File: src/rtl/interrupt_sequencer.sv
// Reset / NMI / IRQ entry sequencer for a 6502-style core: picks the interrupt source,
// forces the BRK opcode and walks the 7-cycle push/vector-fetch sequence.
module interrupt_sequencer (
    input  logic       clk,
    input  logic       rst,
    input  logic       rdy,
    input  logic       res_n,
    input  logic       nmi_n,
    input  logic       irq_n,
    input  logic       flag_i,
    input  logic       sync,
    output logic       force_brk,
    output logic       int_active,
    output logic [7:0] sig_interrupt,
    output logic       suppress_write,
    output logic       set_i,
    output logic       b_flag,
    output logic [2:0] seq_cycle
);

    typedef enum logic [1:0] {ST_RESET, ST_IDLE, ST_SEQ} state_t;
    typedef enum logic [1:0] {K_RES, K_NMI, K_IRQ} kind_t;

    state_t     state, state_nxt;
    kind_t      kind, kind_nxt;
    logic [2:0] cnt, cnt_nxt;
    logic       nmi_q;
    logic       nmi_pending, pend_nxt, pend_clr;
    logic       nmi_edge, irq_req;

    assign nmi_edge = nmi_q & ~nmi_n;
    assign irq_req  = ~irq_n & ~flag_i;

    always_ff @(posedge clk or posedge rst) begin
        if (rst) begin
            state       <= ST_RESET;
            kind        <= K_RES;
            cnt         <= '0;
            nmi_q       <= 1'b1;
            nmi_pending <= 1'b0;
        end else begin
            state       <= state_nxt;
            kind        <= kind_nxt;
            cnt         <= cnt_nxt;
            nmi_q       <= nmi_n;
            nmi_pending <= pend_nxt;
        end
    end

    always_comb begin
        state_nxt = state;
        kind_nxt  = kind;
        cnt_nxt   = cnt;
        pend_clr  = 1'b0;
        case (state)
            ST_RESET: begin
                if (res_n) begin
                    state_nxt = ST_SEQ;
                    kind_nxt  = K_RES;
                    cnt_nxt   = '0;
                end
            end
            ST_IDLE: begin
                if (sync && rdy && (nmi_pending || irq_req)) begin
                    state_nxt = ST_SEQ;
                    cnt_nxt   = '0;
                    kind_nxt  = nmi_pending ? K_NMI : K_IRQ;
                    pend_clr  = nmi_pending;
                end
            end
            ST_SEQ: begin
                if (rdy) begin
                    if (cnt == 3'd6) begin
                        state_nxt = ST_IDLE;
                        cnt_nxt   = '0;
                    end else begin
                        cnt_nxt = cnt + 3'd1;
                    end
                end
                // NMI can still take over an IRQ until the vector fetch begins
                if (kind == K_IRQ && nmi_pending && cnt <= 3'd3) begin
                    kind_nxt = K_NMI;
                    pend_clr = 1'b1;
                end
            end
            default: state_nxt = ST_RESET;
        endcase
        if (!res_n) begin
            state_nxt = ST_RESET;
            kind_nxt  = K_RES;
            cnt_nxt   = '0;
            pend_clr  = 1'b0;
        end
        pend_nxt = (nmi_pending & ~pend_clr) | nmi_edge;
    end

    always_comb begin
        force_brk      = 1'b0;
        int_active     = 1'b0;
        sig_interrupt  = '0;
        suppress_write = 1'b0;
        set_i          = 1'b0;
        b_flag         = 1'b0;
        seq_cycle      = '0;
        case (state)
            ST_RESET: begin
                int_active     = 1'b1;
                suppress_write = 1'b1;
            end
            ST_SEQ: begin
                int_active     = 1'b1;
                force_brk      = (cnt == 3'd0);
                set_i          = (cnt == 3'd6);
                suppress_write = (kind == K_RES);
                seq_cycle      = cnt;
                if (cnt == 3'd5 || cnt == 3'd6) begin
                    case (kind)
                        K_RES:   sig_interrupt = 8'hFC;
                        K_NMI:   sig_interrupt = 8'hFA;
                        default: sig_interrupt = 8'hFE;
                    endcase
                end
            end
            default: ;
        endcase
    end

endmodule

File: config.mk
export PLATFORM = sky130hd
export DESIGN_NAME = interrupt_sequencer
export DESIGN_NICKNAME = d
export VERILOG_FILES = /design/src/rtl/interrupt_sequencer.sv
export SDC_FILE = /design/constraint.sdc
export NUM_CORES = 1
export LEC_CHECK = 0
export ABC_AREA = 1
export CAP_MARGIN = 20
export CORE_MARGIN = 1.5
export CORE_UTILIZATION = 48
export CTS_CLUSTER_DIAMETER = 120
export DETAILED_ROUTE_END_ITERATION = 6
export MAX_ROUTING_LAYER = met4
export PLACE_DENSITY_LB_ADDON = 0.08
export SLEW_MARGIN = 25
export SYNTH_ARGS = -nofsm -noshare
export SYNTH_HDL_FRONTEND = slang
export SYNTH_SLANG_ARGS = --single-unit
File: constraint.sdc
create_clock -name clk -period 2.7 [get_ports clk]
set_input_delay 0.675 -clock clk [delete_from_list [all_inputs] [get_ports clk]]
set_output_delay 0.675 -clock clk [all_outputs]
set_load 0.01 [all_outputs]
==> impl_metrics.ini, run 1 <==
[status]
outcome = complete, no violations

[clock_tree]
cts-buffers-inserted = 3
clk_path_buf_depth = 2
root_buffer = sky130_fd_sc_hd__clkbuf_4
cts_tree = built
postCtsSetupBuffers = 0
cts.reportedPaths.clkPinSlew_ns = 0.05
cts.sink_count = 9
clock_insertion_delay_worst_skew_ns = 0.26
htreeDepth = 1

[sta]
fin_crit_sh_pct = 94.40
maximum_frequency_from_static_timing_analysis_ghz = 0.3923
finalClockSkew_ns = 0.005387
report.final.hold_viol_count = 0
totalNegativeSetupSlack_ns = 0
layout_min_cycle_time_ns = 2.549
setup_repair_after_global_routing_missed_its_margin = no
hold_ws_ns = 0.4924
finalSetupViolations = 0
final_count_of_pins_violating_max_slew = 0

[route]
drt_iter0_drc = 14
detail_route.drc_violations = 0
postRouteWirelength_um = 1692
avgViaCountPerCell = 4.894
via_count = 739
ant_nets = 0
detail_route.first_pass.iterations = 4
route.detailed.wl_per_inst_um = 11.21

[power_and_ir_drop]
swShare_pct = 45.11
total_power_uw = 717.5
design_internal_power_uw = 393.8
peakVddDrop_mv = 0.5493
logic_pwr_share_pct = 57.1
p_clk_share_pct = 14.2
total_net_switching_power_uw = 323.7
p_seq_share_pct = 28.7
power-per-cell-area_nw_per_um2 = 742.9
leakagePower_uw = 0.0005269

[finish]
num_antenna_cells = 0
final_cells = 151
syn2layout_area_growth_pct = 27.18
final_design_area_no_fill_sq_um = 965.9
drive_gt1_share_pct = 11.85
finish.net_count = 148

[grt]
grt_first_pass_wirelength_um = 2718
antenna_violations_before_repair = 0
largest_net_degree_at_the_start_of_global_routing = 10
grt_pass1_vias = 658
grt.overflow.total = 0
gr_usage_total_pct = 20.47

[synthesis]
synth_instances = 116
synth_seq_area_share_pct = 29.82
postSynthAreaPerCell_sq_um = 6.547
netlist.top_cell.by_area = sky130_fd_sc_hd__dfrtp_1
synth.lib_cells_used.distinct = 23
mappedNetlistArea_sq_um = 759.5
synthTopCellsByArea = sky130_fd_sc_hd__dfrtp_1, sky130_fd_sc_hd__nand2_1, sky130_fd_sc_hd__inv_1
synth-seq-cells = 9
synth_top_area_share_pct = 26.36
synthesis.yosys.warnings = 0

[hold_path]
worstHoldPathType = flop to flop

[worst_setup_path]
crit_arrival_ns = 1.87
timing.critical_path.cells = inv_1, ha_2, inv_4, nor4_1, clkdlybuf4s50_1
start_kind = flop
worst-endpoint-required_ns = 2.03
worst-path-max-fanout = 8
critical-path-slowest-cell = sky130_fd_sc_hd__clkdlybuf4s50_1
critPathCaptureType = output pin
rrSetupSlack_ns = 1.29
critPathMaxStageDelay_ns = 0.59
path_class = flop to output pin

[floorplanning]
ios = 24
die_h_um = 42.78
initial_utilization_pct = 51.01
die-width_um = 42.78
die_area_sq_um = 1830
fp.coreArea_sq_um = 1489
num_rows = 14

[placement]
dp.final_hpwl_um = 1345
finalWeightedCongestion = 0.9383
dp.cells = 147
dpl_cell_area_sq_um = 937.1
io_buffers = 21

[job]
max_cap_viol_count = 0
## stage by stage
stage / setup slack, ns / utilization (%)
after CTS: 0.03452 / 64.71
after global routing: 0.01713 / 64.87
final: 0.1511 / 64.87
after detailed placement: 0.3222 / 62.94
after floorplan: 0.8657 / -
after global placement: 0.3929 / 62.94
## registers in the layout, summed over array words and instances (netlist names)
name / cells
state: 2
nmi_q: 1
cnt: 3
nmi_pending: 1
kind: 2
## layout make-up
| class | instances | area, sq um |
|---|---|---|
| timing repair buffer | 21 | 210.2 |
| clock buffer | 4 | 26.28 |
| sequential | 9 | 226.5 |
| fill | 156 | 523.0 |
| multi-input combinational | 78 | 394.1 |
| inverter | 23 | 88.84 |
| tap | 16 | 20.02 |
## power by group through the flow
stage,Clock [uW],Sequential [uW],Combinational (uW)
after CTS,106,205,402
after global routing,110,211,447
after detailed placement,0,207,398
after floorplan,0,196,285
after global placement,0,205,391
final,102,206,410
## Yosys cell counts
library cell	number
sky130_fd_sc_hd__conb_1	1
sky130_fd_sc_hd__inv_2	2
sky130_fd_sc_hd__inv_1	20
sky130_fd_sc_hd__a21oi_1	2
sky130_fd_sc_hd__dfstp_2	1
sky130_fd_sc_hd__inv_4	1
sky130_fd_sc_hd__nor4_1	1
sky130_fd_sc_hd__nand2_1	42
sky130_fd_sc_hd__nand2_4	1
sky130_fd_sc_hd__nand2_2	2
sky130_fd_sc_hd__nand4_1	5
sky130_fd_sc_hd__ha_1	4
sky130_fd_sc_hd__o21ai_2	1
sky130_fd_sc_hd__nor2_2	1
sky130_fd_sc_hd__nand3_1	3
sky130_fd_sc_hd__nor2_1	7
sky130_fd_sc_hd__o21ai_0	1
sky130_fd_sc_hd__buf_4	6
sky130_fd_sc_hd__dfrtp_1	8
sky130_fd_sc_hd__o21ai_1	3
sky130_fd_sc_hd__buf_6	1
sky130_fd_sc_hd__a21oi_2	1
sky130_fd_sc_hd__nand3_2	2
## path summary, 6_finish.rpt
kind                           from     endpoint  cells past startpoint
min                           nmi_q  nmi_pending                      2
min reg2reg                   nmi_q  nmi_pending                      2
max in group asynchronous       rst        nmi_q                      2
min in group asynchronous       rst      kind[0]                      2
max                        state[0]    force_brk                      5
max reg2reg                state[0]       cnt[1]                      8
## worst max-delay path: cells and delay by family (launching register included)
family	cells	cell delay [ns]
fa+ha+maj	1	0.28
simple gates	1	0.22
buf+inv	3	0.73
flops	1	0.39
## kinds of logic after synthesis
logic type      after synthesis  share of synthesized area [%]
buf+inv                      30                          19.11
compound gates                8                          6.260
simple gates                 64                          37.73
flops                         9                          29.82
fa+ha+maj                     4                          6.590
other cells                   1                         0.4938
## layout by cell type, fill, tap and decap left out, types with 2 or more instances in the layout
cell and instances:
sky130_fd_sc_hd__a21oi_1 2, sky130_fd_sc_hd__clkbuf_4 3, sky130_fd_sc_hd__clkdlybuf4s50_1 21, sky130_fd_sc_hd__conb_1 2
sky130_fd_sc_hd__dfrtp_1 8, sky130_fd_sc_hd__ha_1 3, sky130_fd_sc_hd__inv_1 20, sky130_fd_sc_hd__inv_2 2
sky130_fd_sc_hd__nand2_1 42, sky130_fd_sc_hd__nand2_2 2, sky130_fd_sc_hd__nand3_1 3, sky130_fd_sc_hd__nand3_2 2
sky130_fd_sc_hd__nand4_1 5, sky130_fd_sc_hd__nor2_1 7, sky130_fd_sc_hd__o21ai_1 3
## per-layer routing
metal  wire length (um)  share of wire (%)  GRT usage [%]  up-vias
met5                  0                  0              -        -
met4                 32                1.9          5.000        0
met3                 80                4.7          7.234        4
met2                855                 51          34.55       24
met1                724                 43          22.99      326
li1                   -                  -              -      385
## what timing repair did
action / 4_1_cts / 5_1_grt
setup endpoints to repair: 0 / 7
gates resized for setup: 0 / 1
hold buffers: 0 / 0
No activity file was read; power rests on OpenSTA's default activity.
==> inputs of run 2 (changes only) <==
ABC_AREA = default   (was 1)
CORE_MARGIN = default   (was 1.5)
==> impl_metrics.ini, run 2 <==
[status]
outcome = complete, no violations

[grt]
grt_pass1_vias = 541
grt.overflow.total = 0
grt_first_pass_wirelength_um = 2325
antenna_violations_before_repair = 0
largest_net_degree_at_the_start_of_global_routing = 12
gr_usage_total_pct = 20.80

[worst_setup_path]
critical-path-slowest-cell = sky130_fd_sc_hd__clkdlybuf4s50_1
crit_arrival_ns = 1.88
worst-path-max-fanout = 6
crit_top_cell = sky130_fd_sc_hd__inv_2
worst-endpoint-required_ns = 2.03
path_class = flop to output pin
rrSetupSlack_ns = 0.87
critPathTopFamily = buffers and inverters
timing.critical_path.cells = inv_2, ha_4, and2_1, nand2_1, inv_2, o21a_1, clkdlybuf4s50_1
start_kind = flop
critPathCaptureType = output pin
critPathMaxStageDelay_ns = 0.53
critical_path_buf_inv_count = 3

[route]
via_count = 638
highest-signal-layer = met3
detail_route.first_pass.iterations = 4
ant_nets = 0
route.detailed.wl_per_inst_um = 13.19
wirelength_met1_um = 753
wl_met2_um = 742
avgViaCountPerCell = 5.407
wire_length_on_met3_um = 60
drt_iter0_drc = 4
detail_route.drc_violations = 0
postRouteWirelength_um = 1557

[power_and_ir_drop]
p_seq_share_pct = 29.3
design_internal_power_uw = 419.5
total_net_switching_power_uw = 282.0
logic_pwr_share_pct = 55.2
power-per-cell-area_nw_per_um2 = 732.0
leakagePower_uw = 0.0004140
peakVddDrop_mv = 0.4035
p_clk_share_pct = 15.5
swShare_pct = 40.20

[floorplanning]
ios = 24
initial_utilization_pct = 54.03
die_area_sq_um = 1699
die-width_um = 41.22
fp.coreArea_sq_um = 1366
num_rows = 13
die_h_um = 41.22

[finish]
final_cells = 118
syn2layout_area_growth_pct = 29.83
drive_gt1_share_pct = 12.62
num_antenna_cells = 0
final_cell_mix = sky130_fd_sc_hd__clkdlybuf4s50_1, sky130_fd_sc_hd__nand2_1, sky130_fd_sc_hd__dfrtp_1
largest-register = cnt
largest_register_ffs = 3
n_fill_cell = 114
mostFrequentLayoutCell = sky130_fd_sc_hd__clkdlybuf4s50_1
largest_registers = cnt: 3 flops, kind: 2 flops, state: 2 flops
final_design_area_no_fill_sq_um = 958.4
finish.net_count = 116

[sta]
final_count_of_pins_violating_max_slew = 0
finalSetupViolations = 0
totalNegativeSetupSlack_ns = 0
maximum_frequency_from_static_timing_analysis_ghz = 0.3908
report.final.hold_viol_count = 0
fin_crit_sh_pct = 94.78
layout_min_cycle_time_ns = 2.559
setup_repair_after_global_routing_missed_its_margin = no
finalClockSkew_ns = 0.008593

[clock_tree]
cts_tree = built
cts.sink_count = 9
root_buffer = sky130_fd_sc_hd__clkbuf_4
clock_insertion_delay_worst_skew_ns = 0.26
cts-buffers-inserted = 3
clk_path_buf_depth = 2
postCtsSetupBuffers = 0
cts.reportedPaths.clkPinSlew_ns = 0.07
htreeDepth = 1

[synthesis]
synth_top_area_share_pct = 27.12
async_reset_ff_share_pct = 100.0
synth_flop_cell = sky130_fd_sc_hd__dfrtp_1
synth_seq_area_share_pct = 30.68
synthTopCellsByArea = sky130_fd_sc_hd__dfrtp_1, sky130_fd_sc_hd__ha_1, sky130_fd_sc_hd__buf_4
synth-seq-cells = 9
postSynthAreaPerCell_sq_um = 8.685
synth_instances = 85
synth.lib_cells_used.distinct = 39
synthTopCellsByCount = sky130_fd_sc_hd__dfrtp_1, sky130_fd_sc_hd__inv_1, sky130_fd_sc_hd__nand2_1
synthesis.yosys.warnings = 0
mappedNetlistArea_sq_um = 738.2
number_of_synthesized_flops_with_an_enable_pin = 0
netlist.top_cell.by_area = sky130_fd_sc_hd__dfrtp_1

[placement]
dpl_cell_area_sq_um = 919.6
finalWeightedCongestion = 0.8889
io_buffers = 21
dp.cells = 114
dp.final_hpwl_um = 1199

[hold_path]
worstHoldPathType = flop to flop

[job]
max_cap_viol_count = 0
==> run 2: tightest hold or removal path, stage by stage, from the launching register on <==
cell	delay (ns)
sky130_fd_sc_hd__dfrtp_1	0.40
sky130_fd_sc_hd__nand2_1	0.07
sky130_fd_sc_hd__mux2i_1	0.05
==> run 2: final cells by class <==
| class | count | area [sq um] | area share, % |
|---|---|---|---|
| Tap cell | 15 | 18.77 | 1.958 |
| Multi-Input combinational cell | 60 | 439.2 | 45.82 |
| Sequential cell | 9 | 226.5 | 23.63 |
| Inverter | 8 | 30.03 | 3.133 |
| Timing Repair Buffer | 22 | 217.7 | 22.72 |
| Clock buffer | 4 | 26.28 | 2.742 |
==> run 2: cells by family (layout without fill, tap and decap cells) <==
| group | after synthesis | in the layout | share of synthesized area [%] |
|---|---|---|---|
| compound gates | 19 | 19 | 22.54 |
| xor+xnor | 1 | 1 | 1.187 |
| fa+ha+maj | 4 | 4 | 6.780 |
| buf+inv | 17 | 34 | 12.03 |
| flops | 9 | 9 | 30.68 |
| mux | 1 | 1 | 1.356 |
| other cells | 1 | 2 | 0.5080 |
| simple gates | 33 | 33 | 24.92 |
==> run 2: path summary, 6_finish.rpt <==
path	endpoint	depth (start not counted)	startpoint
max	sig_interrupt[2]	7	state[0]
min in group asynchronous	cnt[2]	2	rst
min reg2reg	kind[0]	2	kind[0]
min	kind[0]	2	kind[0]
max in group asynchronous	nmi_q	2	rst
max reg2reg	cnt[1]	6	state[1]
==> run 2: per-stage QoR <==
| stage | hold slack (ns) | setup WS (ns) | utilization, % | power [uW] |
|---|---|---|---|---|
| floorplan | 0.5022 | 0.6190 | - | 446.5 |
| global placement | 0.5433 | 0.3322 | 67.31 | 572.4 |
| detailed placement | 0.5532 | 0.2574 | 67.31 | 580.2 |
| CTS | 0.5654 | 0.01049 | 69.41 | 692.0 |
| global route | 0.6098 | 0.03454 | 70.15 | 757.2 |
| finish | 0.5612 | 0.1409 | 70.15 | 701.5 |
==> run 2: what timing repair did <==
item,in CTS,in global routing
hold buffers,0,0
gates resized for setup,1,3
endpoints found under the setup margin,1,6
==> run 2: per-layer routing <==
metal,vias up,GRT usage (%)
li1,326,-
met1,296,28.10
met2,16,33.59
met3,0,3.261
met4,0,2.419
met5,-,-
==> run 2: power by group through the flow <==
| stage | sequential, uW | combinational, uW | clock (uW) |
|---|---|---|---|
| after floorplan | 176 | 271 | 0 |
| after global placement | 203 | 369 | 0 |
| after detailed placement | 205 | 375 | 0 |
| after CTS | 202 | 379 | 111 |
| after global routing | 215 | 427 | 115 |
| final | 206 | 387 | 109 |
